--- src/rtl/p_ram_io_master.sv ---
// P_RAM initiator: converts burst requests into single-word startIO accesses,
// streaming write data in and read data out over valid/ready handshakes.
module p_ram_io_master #(
    parameter int DATA_WIDTH   = 32,
    parameter int ADDR_WIDTH   = 32,
    parameter int LEN_WIDTH    = 8,
    parameter int ADDR_STRIDE  = 1,
    parameter int READ_LATENCY = 1
) (
    input  logic                  clk,
    input  logic                  rst,
    // Burst request
    input  logic                  req_valid,
    output logic                  req_ready,
    input  logic                  req_we,
    input  logic [ADDR_WIDTH-1:0] req_addr,
    input  logic [LEN_WIDTH-1:0]  req_len,
    // Write stream
    input  logic [DATA_WIDTH-1:0] wdata,
    input  logic                  wdata_valid,
    output logic                  wdata_ready,
    // Read stream
    output logic [DATA_WIDTH-1:0] rdata,
    output logic                  rdata_valid,
    input  logic                  rdata_ready,
    // Status
    output logic                  busy,
    output logic                  done,
    // P_RAM port
    output logic                  mem_start,
    output logic                  mem_we,
    output logic [ADDR_WIDTH-1:0] mem_addr,
    output logic [DATA_WIDTH-1:0] mem_wd,
    input  logic [DATA_WIDTH-1:0] mem_rd,
    // Debug view of the FSM state
    output logic [2:0]            dbg_state
);

    // Handshakes: a transfer happens on a rising edge where valid and ready
    // are both high; valid never waits for ready, and ready in WRITE simply
    // mirrors wdata_valid because every offered word goes straight to P_RAM.

    localparam int LAT_W = (READ_LATENCY < 2) ? 1 : $clog2(READ_LATENCY + 1);

    typedef enum logic [2:0] {
        S_IDLE     = 3'd0,
        S_WRITE    = 3'd1,
        S_RD_ISSUE = 3'd2,
        S_RD_WAIT  = 3'd3,
        S_RD_DRAIN = 3'd4,
        S_DONE     = 3'd5
    } state_t;

    state_t                  state_q;
    logic [ADDR_WIDTH-1:0]   addr_q;
    logic [ADDR_WIDTH-1:0]   addr_d;
    logic [LEN_WIDTH-1:0]    count_q;
    logic [LEN_WIDTH-1:0]    count_d;
    logic [LAT_W-1:0]        lat_q;
    logic [DATA_WIDTH-1:0]   rdata_q;
    logic                    rdata_valid_q;

    logic slot_free;
    logic wr_fire;
    logic rd_issue;
    logic rd_capture;
    logic rd_take;
    logic last_word;

    always_comb begin
        // The read slot can take a new word if empty or emptied this cycle.
        slot_free  = !rdata_valid_q || rdata_ready;
        wr_fire    = (state_q == S_WRITE) && wdata_valid;
        rd_issue   = (state_q == S_RD_ISSUE) && slot_free;
        rd_capture = (state_q == S_RD_WAIT) && (lat_q == LAT_W'(1));
        rd_take    = rdata_valid_q && rdata_ready;
        last_word  = (count_q == LEN_WIDTH'(1));
        addr_d     = addr_q + ADDR_WIDTH'(ADDR_STRIDE);
        count_d    = count_q - LEN_WIDTH'(1);
    end

    always_ff @(posedge clk) begin
        if (rst) begin
            state_q       <= S_IDLE;
            addr_q        <= '0;
            count_q       <= '0;
            lat_q         <= '0;
            rdata_q       <= '0;
            rdata_valid_q <= 1'b0;
        end else begin
            // A reload in the same cycle as a handshake keeps the slot full.
            if (rd_capture) begin
                rdata_q       <= mem_rd;
                rdata_valid_q <= 1'b1;
            end else if (rd_take) begin
                rdata_valid_q <= 1'b0;
            end

            case (state_q)
                S_IDLE: begin
                    if (req_valid) begin
                        addr_q  <= req_addr;
                        count_q <= req_len;
                        if (req_len == '0) begin
                            state_q <= S_DONE;
                        end else if (req_we) begin
                            state_q <= S_WRITE;
                        end else begin
                            state_q <= S_RD_ISSUE;
                        end
                    end
                end
                S_WRITE: begin
                    if (wdata_valid) begin
                        addr_q  <= addr_d;
                        count_q <= count_d;
                        if (last_word) begin
                            state_q <= S_DONE;
                        end
                    end
                end
                S_RD_ISSUE: begin
                    // Holding here with the slot full is the issue-pending case.
                    if (slot_free) begin
                        lat_q   <= LAT_W'(READ_LATENCY);
                        state_q <= S_RD_WAIT;
                    end
                end
                S_RD_WAIT: begin
                    if (rd_capture) begin
                        addr_q  <= addr_d;
                        count_q <= count_d;
                        state_q <= last_word ? S_RD_DRAIN : S_RD_ISSUE;
                    end else begin
                        lat_q <= lat_q - LAT_W'(1);
                    end
                end
                S_RD_DRAIN: begin
                    if (slot_free) begin
                        state_q <= S_DONE;
                    end
                end
                S_DONE: begin
                    state_q <= S_IDLE;
                end
                default: begin
                    state_q <= S_IDLE;
                end
            endcase
        end
    end

    assign req_ready   = (state_q == S_IDLE);
    assign busy        = (state_q != S_IDLE);
    assign done        = (state_q == S_DONE);
    assign wdata_ready = wr_fire;
    assign mem_start   = wr_fire || rd_issue;
    assign mem_we      = wr_fire;
    assign mem_addr    = addr_q;
    assign mem_wd      = (state_q == S_WRITE) ? wdata : '0;
    assign rdata       = rdata_q;
    assign rdata_valid = rdata_valid_q;
    assign dbg_state   = state_q;

endmodule
--- config.mk ---
export PLATFORM = sky130hd
export DESIGN_NAME = p_ram_io_master
export DESIGN_NICKNAME = d
export VERILOG_FILES = /design/src/rtl/p_ram_io_master.sv
export SDC_FILE = /design/constraint.sdc
export NUM_CORES = 1
export LEC_CHECK = 0
export ABC_AREA = 1
export CAP_MARGIN = 20
export CORE_UTILIZATION = 42
export DETAILED_ROUTE_END_ITERATION = 6
export GPL_ROUTABILITY_DRIVEN = 0
export PLACE_DENSITY = 0.84
export REMOVE_ABC_BUFFERS = 1
export SETUP_SLACK_MARGIN = 0.05
export SLEW_MARGIN = 10
export SYNTH_ARGS = -nofsm -noshare
export SYNTH_HDL_FRONTEND = slang
export SYNTH_SLANG_ARGS = --single-unit
export TNS_END_PERCENT = 5
--- constraint.sdc ---
create_clock -name clk -period 1.8 [get_ports clk]
set_clock_uncertainty 0.1 [all_clocks]
set_input_delay 0.27 -clock clk [delete_from_list [all_inputs] [get_ports clk]]
set_output_delay 0.27 -clock clk [all_outputs]
set_load 0.005 [all_outputs]
==> impl_metrics.tcl <==
set metrics [dict create \
    whs_endpoint "count_q[7]" \
    ctsLongestPathBuffers 2 \
    grt_pass1_vias 5202 \
    cp-end-kind "primary output" \
    yosysUniqueCellTypes 32 \
    failed_checks "setup timing" \
    crit_arrival_ns 1.47 \
    finalNonFillerCells 1168 \
    first_iter_violations 266 \
    dp_cells 1147 \
    min_period_over_period_pct 102 \
    start_util_pct 43.9 \
    path_max_fanout 16 \
    die_h_um 107 \
    r2r_slack_ns 0 \
    worst_slack_ns -0.0358 \
    avgSynthCellArea_sq_um 5.85 \
    clkTransAtPathRegs_ns 0.09 \
    cts_buffers 9 \
    whs_path_depth 2 \
    vdd_drop_max_uv 1240 \
    wirelength_um 15700 \
    gr-total-overflow 0 \
    synthFlopType "dfxtp_1" \
    antenna_found_initial 1 \
    fin_crit_ns 1.84 \
    yosysWarningCount 0 \
    dr.pass1.iters 5 \
    hold_path.startpoint "count_q[7]" \
    synth_seq_area_share_pct 33.6 \
    relSlewSlack_pct 78.2 \
    nFillCells 932 \
    reg2reg_from "dbg_state[1]" \
    required_ns 1.43 \
    crit_type "flop to primary output" \
    grt_pass1_wl_um 24700 \
    fmax_mhz 545 \
    rr_worst_depth 13 \
    ys_ff_latch 77 \
    async_reset_ff_share_pct 0 \
    worstMarginPinSlew_ns 0.328 \
    grt_max_degree 39 \
    p_leak_nw 3.27 \
    hpwl_um 11800 \
    ctsHoldBuffers 0 \
    area_growth_syn_to_layout_pct 60.1 \
    cp-start-kind "flop" \
    layout_commonest_cell "nand2_1" \
    clock-root-buffer "clkbuf_8" \
    hold_viol_final 0 \
    wl_per_cell_um 13.4 \
    die_w_um 107 \
    drv_cap 0 \
    slew_viol_final 0 \
    cts_tree "built" \
    status "complete, but fails checks" \
    syn_inst 785 \
    clock_latency_ns 0.36 \
    min_path_type "flop to flop" \
    r2r-end "mem_addr[24]" \
    powerDensity_mw_per_mm2 1310 \
    core_sq_mm 0.0105 \
    drc 0 \
    drive_gt1_share_pct 14.3 \
    portBuffers 215 \
    pin_count 216 \
    ant_nets 0 \
    setup_viol 3 \
    synth_edf_count 0 \
    h-tree-depth 3 \
    layout_common_cells "nand2_1 (186), nor2_1 (182), clkdlybuf4s50_1 (172)" \
    grtUsageTotal_pct 27.1 \
    setup-tns-final_ns -0.0806 \
    cts.sinks 77 \
    rsz0062_at_grt "true" \
    num_vias 5765 \
    fin_nets 1140 \
    fp-row-count 37 \
    syn-cell-area_sq_mm 0.00459 \
    dieArea_sq_mm 0.0114 \
    viasPerCell 4.94 \
]
-- how the worst max path moves through the flow --
stage	from	to	depth (start not counted)	slack, ns
after floorplan	dbg_state[2]	count_q[2]	8	-1.32
after global placement	wdata_valid	mem_start	4	-0.04
after detailed placement	wdata_valid	wdata_ready	4	-0.06
after CTS	dbg_state[1]	busy	5	-0.10
after global routing	dbg_state[1]	mem_addr[17]	12	-0.12
final	dbg_state[2]	mem_wd[5]	7	-0.04
-- report_power, final --
part / internal, mW / switching, mW
clock network: 0.645 / 0.693
logic: 2.73 / 2.93
registers: 2.16 / 0.478
-- critical path, stage by stage (launching register included) --
cell and delay (ns):
dfxtp_2 0.34, inv_2 0.08, nand2_2 0.06, inv_2 0.07
nand2_4 0.08, buf_16 0.17, nor2_2 0.09, clkdlybuf4s15_2 0.20
-- final cells by class --
cell class,instances,area [sq um],area share (%)
Clock buffer,9,124,1.68
Timing Repair Buffer,266,2460,33.5
Multi-Input combinational cell,584,2640,35.8
Inverter,89,337,4.58
Tap cell,136,170,2.31
Antenna cell,1,2.50,0.0340
Clock inverter,6,71.3,0.970
Sequential cell,77,1550,21.1
-- Yosys cell counts, types with 2 or more instances --
master,instances,area (sq um)
nand3_1,45,225
xor2_1,2,17.5
a21oi_1,43,215
or2_2,5,31.3
buf_4,7,52.6
inv_2,6,22.5
o21ai_1,15,75.1
inv_1,83,312
clkbuf_1,21,78.8
nor2_2,3,18.8
buf_1,2,7.51
nor2_1,197,739
o21ai_0,57,285
nand4_1,5,31.3
o211a_1,2,20.0
nand2_4,2,22.5
nor3_1,2,10.0
o211ai_1,4,30.0
nand2_1,188,706
nand3b_1,3,22.5
dfxtp_1,77,1540
ha_1,3,37.5
buf_2,4,20.0
-- state kept, by name (all words and copies together) (netlist names) --
signal and count:
count_q 8, rdata 32, dbg_state 3, lat_q 1
rdata_valid 1, mem_addr 32
-- repair_timing --
action,CTS,global route
setup endpoints to repair,44,96
buffers inserted,1,3
gates resized for setup,74,99
pin swaps,1,4
cloned,1,0
-- routing by layer --
layer / GRT usage (%) / part of all wire, % / up-vias
met5: 0 / 0 / -
met4: 12.1 / 3.7 / 0
met3: 5.11 / 7.6 / 40
met2: 48.5 / 49 / 246
met1: 31.3 / 40 / 2539
li1: - / - / 2940
-- per-stage QoR --
stage / hold slack [ns] / area [sq um] / power (mW) / setup WS [ns] / utilization, %
2_1_floorplan: 0.239 / 4420 / 5.23 / -1.32 / -
6_report: 0.370 / 7360 / 9.64 / -0.0358 / 70.3
5_1_grt: 0.391 / 7360 / 10.4 / -0.119 / 70.3
4_1_cts: 0.371 / 7380 / 9.52 / -0.100 / 70.5
3_5_place_dp: 0.359 / 7150 / 8.18 / -0.0587 / 68.4
3_3_place_gp: 0.350 / 7150 / 8.08 / -0.0424 / 68.4
-- kinds of logic after synthesis --
| logic type | Yosys count | share of synthesized area, % |
|---|---|---|
| AOI/OAI and AO/OA | 126 | 14.4 |
| DFF | 77 | 33.6 |
| xor gates and xnor gates | 2 | 0.381 |
| adders and majority gates | 3 | 0.817 |
| and+or+nand+nor | 453 | 39.9 |
| buffers and inverters | 124 | 11.0 |
Note: power is estimated with default switching activity, not from simulation.
